`src/rtl/fp_pkg.sv`:
```
// rtl/fp_pkg.sv - shared FP constants, flag indices, issue FSM states and flag decode.
package fp_pkg;

  localparam int SP_BIAS = 127;
  localparam int HP_BIAS = 15;

  localparam logic [31:0] SP_QNAN = 32'h7FC0_0000;
  localparam logic [31:0] SP_PINF = 32'h7F80_0000;
  localparam logic [31:0] SP_NINF = 32'hFF80_0000;
  localparam logic [15:0] HP_QNAN = 16'h7E00;
  localparam logic [15:0] HP_PINF = 16'h7C00;
  localparam logic [15:0] HP_NINF = 16'hFC00;

  localparam int FLAG_NAN  = 2;
  localparam int FLAG_INF  = 1;
  localparam int FLAG_ZERO = 0;

  typedef enum logic [1:0] {
    ST_IDLE = 2'd0,
    ST_WAIT = 2'd1,
    ST_DONE = 2'd2
  } state_t;

  // single=1 decodes the binary32 fields, otherwise the binary16 fields in [15:0]
  function automatic logic [2:0] decode_flags(input logic [31:0] re, input logic single);
    logic       exp_ones;
    logic       exp_zero;
    logic       man_zero;
    logic [2:0] f;
    if (single) begin
      exp_ones = &re[30:23];
      exp_zero = ~|re[30:23];
      man_zero = ~|re[22:0];
    end else begin
      exp_ones = &re[14:10];
      exp_zero = ~|re[14:10];
      man_zero = ~|re[9:0];
    end
    f            = '0;
    f[FLAG_NAN]  = exp_ones && !man_zero;
    f[FLAG_INF]  = exp_ones && man_zero;
    f[FLAG_ZERO] = exp_zero && man_zero;
    return f;
  endfunction

endpackage

```
`src/rtl/fmul_fifo.sv`:
```
// rtl/fmul_fifo.sv - request FIFO; combinational head, wrap-bit pointers.
module fmul_fifo #(
  parameter int DEPTH = 2,
  parameter int WIDTH = 66
) (
  input  logic             clk,
  input  logic             rst_n,
  input  logic             wr_en,
  input  logic [WIDTH-1:0] wr_data,
  input  logic             rd_en,
  output logic [WIDTH-1:0] rd_data,
  output logic             full,
  output logic             empty
);

  localparam int AW = (DEPTH > 1) ? $clog2(DEPTH) : 1;

  logic [WIDTH-1:0] mem [DEPTH];
  logic [AW:0]      wr_ptr;
  logic [AW:0]      rd_ptr;
  logic             do_wr;
  logic             do_rd;

  assign empty   = (wr_ptr == rd_ptr);
  assign full    = (wr_ptr[AW] != rd_ptr[AW]) && (wr_ptr[AW-1:0] == rd_ptr[AW-1:0]);
  assign do_wr   = wr_en && !full;
  assign do_rd   = rd_en && !empty;
  assign rd_data = mem[rd_ptr[AW-1:0]];

  always_ff @(posedge clk or negedge rst_n) begin
    if (!rst_n) begin
      wr_ptr <= '0;
      rd_ptr <= '0;
    end else begin
      if (do_wr) wr_ptr <= wr_ptr + 1'b1;
      if (do_rd) rd_ptr <= rd_ptr + 1'b1;
    end
  end

  // storage needs no reset: contents are only visible once a pointer says so
  always_ff @(posedge clk) begin
    if (do_wr) mem[wr_ptr[AW-1:0]] <= wr_data;
  end

endmodule

```
`src/rtl/fmul_issue.sv`:
```
// rtl/fmul_issue.sv - queues multiply requests, drives an external multiplier, returns flagged results.
module fmul_issue #(
  parameter int DEPTH   = 2,
  parameter int MUL_LAT = 1
) (
  input  logic        clk,
  input  logic        rst_n,
  input  logic        in_valid,
  output logic        in_ready,
  input  logic [31:0] in_a,
  input  logic [31:0] in_b,
  input  logic        in_mode,
  input  logic        in_round,
  output logic [31:0] mul_a,
  output logic [31:0] mul_b,
  output logic        mul_mode,
  output logic        mul_round,
  input  logic [31:0] mul_re,
  output logic        out_valid,
  input  logic        out_ready,
  output logic [31:0] out_re,
  output logic [2:0]  out_flags,
  output logic        busy
);

  import fp_pkg::*;

  state_t      state;
  state_t      state_nxt;
  logic [1:0]  cnt;
  logic        ready_en;
  logic        fifo_full;
  logic        fifo_empty;
  logic        push;
  logic        pop;
  logic        capture;
  logic [65:0] head;

  // ready_en keeps in_ready low while reset is held and for nothing longer
  assign in_ready  = ready_en && !fifo_full;
  assign push      = in_valid && in_ready;
  assign out_valid = (state == ST_DONE);
  assign busy      = !fifo_empty || (state != ST_IDLE);

  fmul_fifo #(
    .DEPTH (DEPTH),
    .WIDTH (66)
  ) u_fifo (
    .clk     (clk),
    .rst_n   (rst_n),
    .wr_en   (push),
    .wr_data ({in_a, in_b, in_mode, in_round}),
    .rd_en   (pop),
    .rd_data (head),
    .full    (fifo_full),
    .empty   (fifo_empty)
  );

  always_ff @(posedge clk or negedge rst_n) begin
    if (!rst_n) state <= ST_IDLE;
    else        state <= state_nxt;
  end

  always_comb begin
    state_nxt = state;
    pop       = 1'b0;
    capture   = 1'b0;
    case (state)
      ST_IDLE: begin
        if (!fifo_empty) begin
          pop       = 1'b1;
          state_nxt = ST_WAIT;
        end
      end
      ST_WAIT: begin
        if (cnt == 2'd0) begin
          capture   = 1'b1;
          state_nxt = ST_DONE;
        end
      end
      ST_DONE: begin
        // back-to-back issue on the handshake cycle sustains one result per MUL_LAT+1
        if (out_ready) begin
          if (!fifo_empty) begin
            pop       = 1'b1;
            state_nxt = ST_WAIT;
          end else begin
            state_nxt = ST_IDLE;
          end
        end
      end
      default: state_nxt = ST_IDLE;
    endcase
  end

  always_ff @(posedge clk or negedge rst_n) begin
    if (!rst_n) ready_en <= 1'b0;
    else        ready_en <= 1'b1;
  end

  always_ff @(posedge clk or negedge rst_n) begin
    if (!rst_n) begin
      mul_a     <= '0;
      mul_b     <= '0;
      mul_mode  <= 1'b0;
      mul_round <= 1'b0;
      cnt       <= '0;
      out_re    <= '0;
      out_flags <= '0;
    end else begin
      if (pop) begin
        mul_a     <= head[65:34];
        mul_b     <= head[33:2];
        mul_mode  <= head[1];
        mul_round <= head[0];
        cnt       <= 2'(MUL_LAT - 1);
      end else if (state == ST_WAIT && cnt != 2'd0) begin
        cnt <= cnt - 2'd1;
      end
      if (capture) begin
        out_re    <= mul_mode ? mul_re : {16'h0000, mul_re[15:0]};
        out_flags <= decode_flags(mul_re, mul_mode);
      end
    end
  end

endmodule

```
`config.mk`:
```
export PLATFORM = sky130hd
export DESIGN_NAME = fmul_issue
export DESIGN_NICKNAME = d
export VERILOG_FILES = /design/src/rtl/fp_pkg.sv /design/src/rtl/fmul_fifo.sv /design/src/rtl/fmul_issue.sv
export SDC_FILE = /design/constraint.sdc
export NUM_CORES = 1
export LEC_CHECK = 0
export CORE_MARGIN = 2
export CORE_UTILIZATION = 45
export DETAILED_ROUTE_END_ITERATION = 10
export PLACE_DENSITY = 0.85
export SYNTH_ARGS = -nofsm -noshare
export SYNTH_HDL_FRONTEND = slang
export SYNTH_SLANG_ARGS = --single-unit
```
`constraint.sdc`:
```
create_clock -name clk -period 3.92 [get_ports clk]
set_input_delay 0.784 -clock clk [delete_from_list [all_inputs] [get_ports clk]]
set_output_delay 0.784 -clock clk [all_outputs]
set_load 0.1 [all_outputs]
```
# [After elaboration in Yosys (flattened, before gate mapping)]
# Memories as Yosys holds them, arrays and structs flattened. A register that Yosys moved wholly into a read port is not among the register bits.
# Cells that the tools add are included.
# Widths: inputs -> output; s select.
[word_totals] reg_bits=44 ram_bits=132 out_inout_bits=104 n_memories=1 input_bits=102
[op_classes] n_reduce_logical=30 addsub=3 muxes=21 eq_ne=8
[mem_list] name="u_fifo.mem" depth=2 width=66 rd=1 rd_clocked_by_memory_dff=1 write_ports=1 line_no="fmul_fifo.sv:18" rtl="logic [WIDTH-1:0] mem [DEPTH];"
[op_table] op="$mux 32" count=1
[op_table] op="$reduce_or 23->1" count=1
[op_table] op="$mux 1" count=13
[op_table] op="$mux 2" count=5
[op_table] op="$reduce_or 10->1" count=1
[op_table] op="$logic_and 1x1->1" count=9
[op_table] op="$logic_not 1->1" count=8
[op_table] op="$reduce_and 8->1" count=1
[op_table] op="$reduce_or 8->1" count=1
[op_table] op="$pmux 2 s3" count=1
[op_table] op="$reduce_bool 2->1" count=3
[op_table] op="$reduce_and 5->1" count=1
[op_table] op="$reduce_or 5->1" count=1
[op_table] op="$add 2x1->2 const B" count=2
[op_table] op="$logic_not 2->1" count=2
[op_table] op="$ne 2x2->1 const B" count=2
[op_table] op="$reduce_and 3->1" count=1
[op_table] op="$eq 2x1->1 const B" count=1
[op_table] op="$eq 2x2->1" count=1
[op_table] op="$eq 2x2->1 const B" count=1
[op_table] op="$ne 2x1->1 const B" count=1
[op_table] op="$pmux 1 s2" count=1
[op_table] op="$sub 2x1->2 const B" count=1
[op_table] op="$eq 1x1->1" count=1
[op_table] op="other kinds (2)" count=2

# [Depth between registers and ports, before layout]
[depth] depth_word=8 mapped_depth=7

# [By module]
# From an unflattened synthesis, not the netlist that was laid out.
[hier_totals] cells_unflattened=528 area_unflattened_um2=9186.3
[modules_own_cells] mod="fmul_fifo" cells_per_inst=233 instances=1 seq_area_each_um2=4063.9 area_per_inst_um2=5059.9
[modules_own_cells] mod="fmul_issue" cells_per_inst=295 instances=1 seq_area_each_um2=2652.5 area_per_inst_um2=4126.5

# [Worst setup path before layout]
# Ideal clock, no wire load.
[synth_timing] kind="register -> register" startpoint="register u_fifo.rd_ptr[0]" endpoint="memory u_fifo.mem[0][0], enable pin" arrival_ns=6.101 setup_ns=0.490 synth_period_minus_slack_ns=6.591 setup_slack_ns=-2.671 path_stages_with_launch=6 cell_sequence="dfrtp_1 buf_2 xnor2_1 a21boi_0 nand2_1 nor2_1"
[synth_between] elab_chain_cells=8
[synth_rtl] element="start, declared" line_no="fmul_fifo.sv:20" rtl="logic [AW:0] rd_ptr;"
[synth_rtl] element="start signal, assigned" line_no="fmul_fifo.sv:36" rtl="if (do_rd) rd_ptr <= rd_ptr + 1'b1;"
[synth_rtl] element="$eq 1x1->1" line_no="fmul_fifo.sv:25" rtl="assign full = (wr_ptr[AW] != rd_ptr[AW]) && (wr_ptr[AW-1:0] == rd_ptr[AW-1:0]);"
[synth_rtl] element="$logic_and 1x1->1" line_no="fmul_fifo.sv:25"
[synth_rtl] element="$logic_not 1->1" line_no="fmul_issue.sv:40" rtl="assign in_ready = ready_en && !fifo_full;"
[synth_rtl] element="$logic_and 1x1->1" line_no="fmul_issue.sv:40"
[synth_rtl] element="named net in_ready" line_no="fmul_issue.sv:9" rtl="output logic in_ready,"
[synth_rtl] element="$logic_and 1x1->1" line_no="fmul_issue.sv:41" rtl="assign push = in_valid && in_ready;"
[synth_rtl] element="$logic_and 1x1->1" line_no="fmul_fifo.sv:26" rtl="assign do_wr = wr_en && !full;"
[synth_rtl] element="$mux 1" line_no="fmul_fifo.sv:42" rtl="if (do_wr) mem[wr_ptr[AW-1:0]] <= wr_data;"
[synth_rtl] element="$mux 1 (not written as such)" line_no="fmul_fifo.sv:42"
[synth_rtl] element="end, declared" line_no="fmul_fifo.sv:18"
# The timed path passes the listed nets, and every way through them passes these cells.

# [Worst setup path after layout]
[layout_timing] startpoint="register state[1]" endpoint="output port out_valid"
[layout_between] elab_chain_cells=1
[layout_rtl] element="start, declared" line_no="fmul_issue.sv:28" rtl="state_t state;"
[layout_rtl] element="start signal, assigned" line_no="fmul_issue.sv:61" rtl="else state <= state_nxt;"
[layout_rtl] element="$eq 2x2->1" line_no="fmul_issue.sv:42" rtl="assign out_valid = (state == ST_DONE);"
[layout_rtl] element="end, declared" line_no="fmul_issue.sv:19" rtl="output logic out_valid,"
# Every way passes these cells.

==> results.md <==
* Initial drt markers at 188
* DR WL/cell at 17.1 um
* Total track usage at 17.5%
* Final hold viol count at 0
* Seq/Total Area, Yosys at about 76%
* Cell taking the most area after synthesis: edfxtp_1
* Fmax at 322 MHz
* Crit share post-route at 79.1%
* Post-CTS Setup Inserts at 0
* Vias per inst at 4.96
* Cts hold-fix bufs at 0
* Worst-path clk slew at 60 ps
* Synth warn at 0
* Hpwl dp at around 12000 um
* CP Max Fanout at 5
* Avg Synthesized Cell Area at around 15 sq um
* Post-Syn Nets at 692
* Die Width at 144 um
* Clock Sinks at 242
* Clock buffer depth at 3
* Die area at 20800 sq um
* Startpoint types: flop
* Synth Flop Type: edfxtp_1
* Yosys reg bits at between 200 and 250
* Initial antenna violation count at 1
* Vias in the first global route at 5505
* Core area at 19400 sq um
* GP Congestion at 0.743
* Largest net degree at the start of global routing at 68
* Worst setup path class: flop to output pin
* Top post-synthesis cells by count: edfxtp_1, dfrtp_1, nor2_1
* Crit end category: output pin
* Area contributors post-synth: edfxtp_1, dfrtp_1, mux2i_1
* Slew @ Worst Pin at around 1100 ps
* Via count at 5355
* Final nets at 900
* Synth Instances at 589
* Hold crit path type: input pin to async pin
* Rel. slew slack at 28.1%
* Final Setup Violations at 0
* Ys async rst share at 45.5%
* Total clock buffers created by CTS at 24
* WP data arrival at 2320 ps
* DRC errors left at 0
* Row count at just over 50
* Layout cells sized above 1 at 9.08%
* CTS tree: done
* Cts repair resizes at 0
* Worst setup margin at 818 ps
* Final wirelength at 18500 um
* CP required at 3140 ps
* Die H at 144 um
* Status: finished clean
* Fillers at roughly 1500
* Post-DRT Antenna Nets at 0
* Max_cap viols at 0
* Worst-skew pair later-pin latency at 510 ps
* Total gr overflow at 0
* Area share of the largest cell type after synthesis at 44.8%
* Period minus WS final at roughly 3100 ps
* Layout Utilization at 61.9%
* Layout area overhead at 35.9%
* Library cells used by synthesis at 36
* Post-synthesis cell area at approximately 8800 sq um
* Most common cell in the netlist: edfxtp_1
* Setup Skew at 12.1 ps
* RSZ-0062 raised after global routing: no
* I/O Pins at about 210
* Initial core utilization at 45.6%
* Setup slack at placement at 1170 ps
* CTS root buffer: clkbuf_16
* Port buffer count at 205
* ANT cells at 0
* First-pass GRT wire length at 28300 um
* Max-slew violation count at 0
* Fin Setup TNS at 0 ps
* H-Tree Depth at 1
* 1st-pass router iterations at 4
* Post-synth EDFFs at about 130
==> metrics by stage <==
| step | hold WS [ps] | cell area (sq um) | cells |
|---|---|---|---|
| 3_3_place_gp | 463 | 11200 | 1036 |
| 4_1_cts | 326 | 12000 | 1080 |
| 6_report | 300 | 12000 | 1080 |
| 5_1_grt | 337 | 12000 | 1080 |
| 2_1_floorplan | 488 | 8850 | 589 |
| 3_5_place_dp | 470 | 11200 | 1036 |
==> cells by family after synthesis <==
logic type | Yosys count | share of synthesized area (%)
simple gates | 129 | 6.19
buf+inv | 34 | 1.73
fa+ha+maj | 1 | 0.142
other cells | 1 | 0.0424
xor+xnor | 8 | 0.793
mux | 82 | 9.51
compound gates | 92 | 5.62
flops | 242 | 76.0
==> per-layer routing <==
metal / part of all wire [%] / GRT usage, % / vias to the layer above
met3: 8.5 / 4.60 / 28
li1: - / - / 2541
met1: 41 / 22.2 / 2586
met2: 49 / 30.1 / 198
met5: 0.070 / 0 / -
met4: 1.7 / 4.50 / 2
==> state kept, by name, indices dropped and copies added, names as in the netlist <==
name and cells:
u_fifo.mem 132, mul_a 32, mul_b 32, out_re 32, out_flags 3, cnt 2
state 2, u_fifo.rd_ptr 2, u_fifo.wr_ptr 2, mul_mode 1, mul_round 1, ready_en 1
==> worst paths after layout <==
| path | slack [ps] | endpoint | start | cells after the start |
|---|---|---|---|---|
| min in group clk | 480 | out_re[30] | out_re[30] | 2 |
| max reg2reg | 1420 | u_fifo.mem[0][5] | u_fifo.rd_ptr[0] | 5 |
| max in group asynchronous | 2810 | u_fifo.rd_ptr[0] | rst_n | 2 |
| min | 300 | out_re[28] | rst_n | 1 |
| min reg2reg | 480 | out_re[30] | out_re[30] | 2 |
| max | 820 | out_valid | state[1] | 2 |
==> placed cells by master, fill, tap and decap left out, drive strengths merged, types with 5 or more instances in the layout <==
master           n
xnor2            5
buf             12
mux2i           66
nor2            71
edfxtp         132
o21ai           18
dfrtp          110
clkdlybuf4s50  201
a21oi           66
clkbuf          30
nand2           37
mux2            16
clkinv          10
==> cell type report <==
class | count | area [sq um] | area share, %
clock buffers | 30 | 653 | 5.44
well taps | 265 | 332 | 2.76
inverters | 3 | 11.3 | 0.0937
flip-flops and latches | 242 | 6720 | 55.9
multi-input cells | 313 | 2000 | 16.7
repair buffers | 213 | 2110 | 17.6
clock inverters | 14 | 181 | 1.51
==> worst max-delay path: stages (launching register included) <==
cell,delay [ps]
dfrtp_1,440
nor2b_1,200
clkdlybuf4s50_1,1170
Power is not shown: default switching activity piles up to over one toggle a cycle in this logic, so the estimate is an artifact.
